**src/rtl/traffic_fsm.sv**
```systemverilog
// rtl/traffic_fsm.sv - main/side street light sequencer with pedestrian walk phase
//
// Steps through the light phases. Each new phase selects a timer interval and
// pulses start_timer. The FSM moves on when the interval timer reports expired.
//
// Ports:
//   clk                  in   system clock, rising edge
//   sys_reset            in   asynchronous active-low reset
//   sensor_sync_in       in   side-street vehicle sensor (synchronised)
//   walkRegister_status  in   latched pedestrian walk request
//   prg_sync_in          in   reprogram strobe, restarts at MG1
//   expired              in   timer interval elapsed pulse
//   walkRegister_reset   out  pulse clearing the walk request on WALK entry
//   interval_address     out  00 tBASE, 01 tEXT, 10 tYEL
//   start_timer          out  pulse on first cycle of every entered state
//   light_signals        out  {mainR,mainY,mainG, sideR,sideY,sideG, walk}

module traffic_fsm (
   input  logic       clk,
   input  logic       sys_reset,
   input  logic       sensor_sync_in,
   input  logic       walkRegister_status,
   input  logic       prg_sync_in,
   input  logic       expired,
   output logic       walkRegister_reset,
   output logic [1:0] interval_address,
   output logic       start_timer,
   output logic [6:0] light_signals
);

   typedef enum logic [2:0] {
      MG1  = 3'd0,
      MG2  = 3'd1,
      MY   = 3'd2,
      WALK = 3'd3,
      SG1  = 3'd4,
      SG2  = 3'd5,
      SY   = 3'd6
   } state_t;

   localparam logic [6:0] LAMP_MG   = 7'b001_100_0;
   localparam logic [6:0] LAMP_MY   = 7'b010_100_0;
   localparam logic [6:0] LAMP_WALK = 7'b100_100_1;
   localparam logic [6:0] LAMP_SG   = 7'b100_001_0;
   localparam logic [6:0] LAMP_SY   = 7'b100_010_0;

   localparam logic [1:0] T_BASE = 2'b00;
   localparam logic [1:0] T_EXT  = 2'b01;
   localparam logic [1:0] T_YEL  = 2'b10;

   state_t state, state_nxt;
   logic   ext, ext_nxt;
   logic   start_nxt;
   logic   wr_nxt;
   logic   advance;

   // Reset leaves start_timer high so that the timer is loaded for MG1.
   always_ff @(posedge clk or negedge sys_reset) begin
      if (!sys_reset) begin
         state              <= MG1;
         ext                <= 1'b0;
         start_timer        <= 1'b1;
         walkRegister_reset <= 1'b0;
      end else begin
         state              <= state_nxt;
         ext                <= ext_nxt;
         start_timer        <= start_nxt;
         walkRegister_reset <= wr_nxt;
      end
   end

   // In the start cycle the timer is being reloaded, so expired is ignored.
   // This also keeps a held-high expired from advancing twice in a row.
   assign advance = expired && !start_timer;

   always_comb begin
      state_nxt = state;
      ext_nxt   = ext;
      start_nxt = 1'b0;
      wr_nxt    = 1'b0;
      if (prg_sync_in) begin
         state_nxt = MG1;
         ext_nxt   = 1'b0;
         start_nxt = 1'b1;
      end else begin
         case (state)
            MG1: if (advance) begin
               state_nxt = MG2;
               ext_nxt   = sensor_sync_in;
               start_nxt = 1'b1;
            end
            MG2: if (advance) begin
               state_nxt = MY;
               start_nxt = 1'b1;
            end
            MY: if (advance) begin
               start_nxt = 1'b1;
               if (walkRegister_status) begin
                  state_nxt = WALK;
                  wr_nxt    = 1'b1;
               end else begin
                  state_nxt = SG1;
               end
            end
            WALK: if (advance) begin
               state_nxt = SG1;
               start_nxt = 1'b1;
            end
            SG1: if (advance) begin
               state_nxt = sensor_sync_in ? SG2 : SY;
               start_nxt = 1'b1;
            end
            SG2: if (advance) begin
               state_nxt = SY;
               start_nxt = 1'b1;
            end
            SY: if (advance) begin
               state_nxt = MG1;
               start_nxt = 1'b1;
            end
            default: begin
               // Unused code: restart the sequence from MG1.
               state_nxt = MG1;
               ext_nxt   = 1'b0;
               start_nxt = 1'b1;
            end
         endcase
      end
   end

   // Lamps and interval are decoded from state alone, so an async reset
   // moves them straight to the MG1 values.
   always_comb begin
      light_signals    = LAMP_MG;
      interval_address = T_BASE;
      case (state)
         MG1: begin
            light_signals    = LAMP_MG;
            interval_address = T_BASE;
         end
         MG2: begin
            light_signals    = LAMP_MG;
            interval_address = ext ? T_EXT : T_BASE;
         end
         MY: begin
            light_signals    = LAMP_MY;
            interval_address = T_YEL;
         end
         WALK: begin
            light_signals    = LAMP_WALK;
            interval_address = T_EXT;
         end
         SG1: begin
            light_signals    = LAMP_SG;
            interval_address = T_BASE;
         end
         SG2: begin
            light_signals    = LAMP_SG;
            interval_address = T_EXT;
         end
         SY: begin
            light_signals    = LAMP_SY;
            interval_address = T_YEL;
         end
         default: begin
            light_signals    = LAMP_MG;
            interval_address = T_BASE;
         end
      endcase
   end

endmodule

```
**config.mk**
```make
export PLATFORM = sky130hd
export DESIGN_NAME = traffic_fsm
export DESIGN_NICKNAME = d
export VERILOG_FILES = /design/src/rtl/traffic_fsm.sv
export SDC_FILE = /design/constraint.sdc
export NUM_CORES = 1
export LEC_CHECK = 0
export BUFFER_PORTS_ARGS = -buffer_cell sky130_fd_sc_hd__buf_2
export CAP_MARGIN = 10
export CORE_AREA = 3 3 40 42
export CTS_CLUSTER_SIZE = 20
export DETAILED_ROUTE_END_ITERATION = 10
export DIE_AREA = 0 0 43 45
export SLEW_MARGIN = 20
export SYNTH_ARGS = -nofsm -noshare
export SYNTH_HDL_FRONTEND = slang
export SYNTH_SLANG_ARGS = --single-unit
```
**constraint.sdc**
```tcl
create_clock -name clk -period 1.2 [get_ports clk]
set_input_delay 0 -clock clk [delete_from_list [all_inputs] [get_ports clk]]
set_output_delay 0 -clock clk [all_outputs]
set_load 0.01 [all_outputs]
```
==> impl_metrics.tcl <==
set metrics [dict create \
    cts.sinks 6 \
    clk_pin_slew_worst_paths_ns 0.06 \
    drt_pass1_iterations 3 \
    end_kind "output pin" \
    cp_num_cells 4 \
    gp_congestion 0.8154 \
    ys_ff_latch 6 \
    drive_gt1_frac 0.6104 \
    die_area_mm2 0.001935 \
    cp_data_required_time_ns 1.20 \
    num_rows 13 \
    cp_max_fo 6 \
    min_period_over_period 1.033 \
    grt_max_degree 11 \
    p_sw_frac 0.3039 \
    r2r_end "state[1]" \
    p_comb_frac 0.260 \
    yosysTopAreaCellShare 0.3058 \
    slowest_stage "dfrtp_2" \
    drt_wl_total_um 1337 \
    fin_crit_ns 1.240 \
    yosys_warnings 0 \
    max_stage_delay_ns 0.46 \
    initial_utilization 0.3184 \
    violations "setup timing" \
    antenna_found_initial 0 \
    vias 473 \
    synth_area_leader_cell "dfrtp_1" \
    place.detailed.hpwl_um 825.6 \
    grt_use_total 0.1441 \
    status "finished with violations" \
    routedWlPerCell_um 14.53 \
    drt-initial-drc-count 5 \
    relSlewSlack 0.7906 \
    reg2reg_depth 4 \
    placed_area_um2 539.3 \
    grt_pass1_vias 455 \
    drv_cap 0 \
    synth_area_leaders "dfrtp_1, dfstp_2, nand2_1, nor2b_1, nor3b_4" \
    tightestPinTransition_ns 0.3134 \
    final_area_um2 698.2 \
    setup_viol 4 \
    cts-htree-levels 1 \
    final_nets 84 \
    switching_power_uw 185.5 \
    syn_inst 47 \
    report.final.slew_viol_count 0 \
    setup.worst_path.start_class "flip-flop" \
    port_buffers 16 \
    die_y_um 45 \
    power.density_mw_per_mm2 874.6 \
    cts_root_buf "clkbuf_4" \
    syn_area_um2 409.1 \
    p_leak_uw 0.0003451 \
    setup_slack_ns -0.03970 \
    crit_end "light_signals[2]" \
    worstPathArrival_ns 1.24 \
    grt_setup_unrepaired "yes" \
    clkPwrFrac 0.366 \
    reg2reg_slack_ns -0.02 \
    hold_ws_ns 0.04176 \
    ios 17 \
    ir_drop_mv 0.5370 \
    clock_latency_ns 0.26 \
    cts_tree "yes" \
    synth-seq-area-share 0.3700 \
    worstSetupPathType "reg -> out" \
    whs_path_depth 3 \
    numCtsBuffers 3 \
    pwr-share-seq 0.374 \
    cp_num_buf_inv 2 \
    r2r-start "state[2]" \
    area_growth_pct 70.64 \
    crit_start "state[1]" \
    via_per_inst 5.141 \
    drc 0 \
    crit_chain "buf_6 -> nor2b_4 -> and2_1 -> buf_2" \
    place_ws_ns -0.003890 \
    hold_viol 0 \
    coreArea_mm2 0.001285 \
    fmax_mhz 806.7 \
    cts_max_path_buffers 2 \
    layout_common_cells "buf_2, buf_6, buf_4, nand2_1" \
    fin_worst_skew_ns 0.01890 \
    critPathTopFamily "flip-flops" \
    grt_pass1_wl_um 1959 \
    layout_commonest_cell "buf_2" \
    p_int_uw 425.1 \
    ant_nets 0 \
    syn_avg_cell_area_um2 8.705 \
    overflow 0 \
    postSynthNetCount 53 \
    die_w_um 43 \
    insertedDiodeCount 0 \
    yosysUniqueCellTypes 23 \
    hold_class "in -> reg" \
]
[sequential cells by signal, summed over array words and instances, names as in the netlist]
register            cells
state                   3
ext                     1
start_timer             1
walkRegister_reset      1
[cells in the mapped netlist]
cell type,n
nand2_1,7
dfrtp_1,5
nor2_1,4
nor2b_1,4
nor3_1,3
a21oi_1,2
a31oi_1,2
buf_2,2
nand2b_1,2
nand3_1,2
o21ai_0,2
a211oi_1,1
and2_1,1
and2b_1,1
buf_6,1
dfstp_2,1
mux2i_1,1
nand2b_4,1
nor3b_4,1
nor4_1,1
o21bai_1,1
o21bai_2,1
o221a_1,1
[worst reg2reg max path, stage by stage, from the launching register on]
cell and delay (ns):
dfrtp_2 0.46, nor3b_4 0.22, nand2_1 0.10, a31oi_1 0.19, o221a_1 0.20
[metrics by stage]
stage / setup TNS (ns) / power, µW / std cells / utilization
2_1_floorplan: 0 / 293.6 / 47 / -
3_3_place_gp: -0.006048 / 341.6 / 82 / 0.4197
3_5_place_dp: -0.003890 / 342.7 / 82 / 0.4197
4_1_cts: -0.01971 / 581.9 / 89 / 0.4956
5_1_grt: -0.3247 / 637.9 / 92 / 0.5433
6_report: -0.1036 / 610.6 / 92 / 0.5433
[logic make-up after synthesis]
| group | after synthesis | share of synthesized area |
|---|---|---|
| AND/OR/NAND/NOR | 27 | 0.3823 |
| flip-flops | 6 | 0.3700 |
| multiplexers | 1 | 0.02447 |
| buffers and inverters | 3 | 0.05199 |
| AO/OA/AOI/OAI | 10 | 0.1713 |
[power groups by stage]
stage | sequential, µW | clock, µW | combinational, µW
floorplan | 227 | 0 | 66.9
global placement | 228 | 0 | 114
detailed placement | 228 | 0 | 115
CTS | 227 | 219 | 137
global route | 230 | 237 | 171
finish | 228 | 223 | 159
[timing repair]
| action | CTS | global route |
|---|---|---|
| setup endpoints to repair | 5 | 8 |
| endpoints found under the hold margin | 9 | 0 |
| gates resized for setup | 14 | 10 |
| hold buffers | 2 | 0 |
| buffers inserted | 1 | 3 |
| pin swaps | 2 | 5 |
[worst min-delay path by stage]
stage	from	endpoint	slack, ns
2_1_floorplan	sys_reset	ext	-0.30
3_3_place_gp	sys_reset	state[2]	-0.17
3_5_place_dp	sys_reset	state[2]	-0.17
4_1_cts	expired	start_timer	0.02
5_1_grt	expired	start_timer	0.05
6_report	expired	start_timer	0.04
[final cells by class]
class	instances	area, µm²
timing repair buffer	29	207.7
tap	15	18.77
fill	119	586.8
clock buffer	4	26.28
multi-input combinational	38	290.3
sequential	6	155.1
[routing by layer]
layer  vias up  global-route usage  routed length, µm
met4         0              0.1446                 51
met5         -                   0                  0
met2        16              0.2515                688
met3         4            0.003984                 62
met1       228              0.1544                535
li1        225                   -                  -
Power figures use the tool's default switching activity.
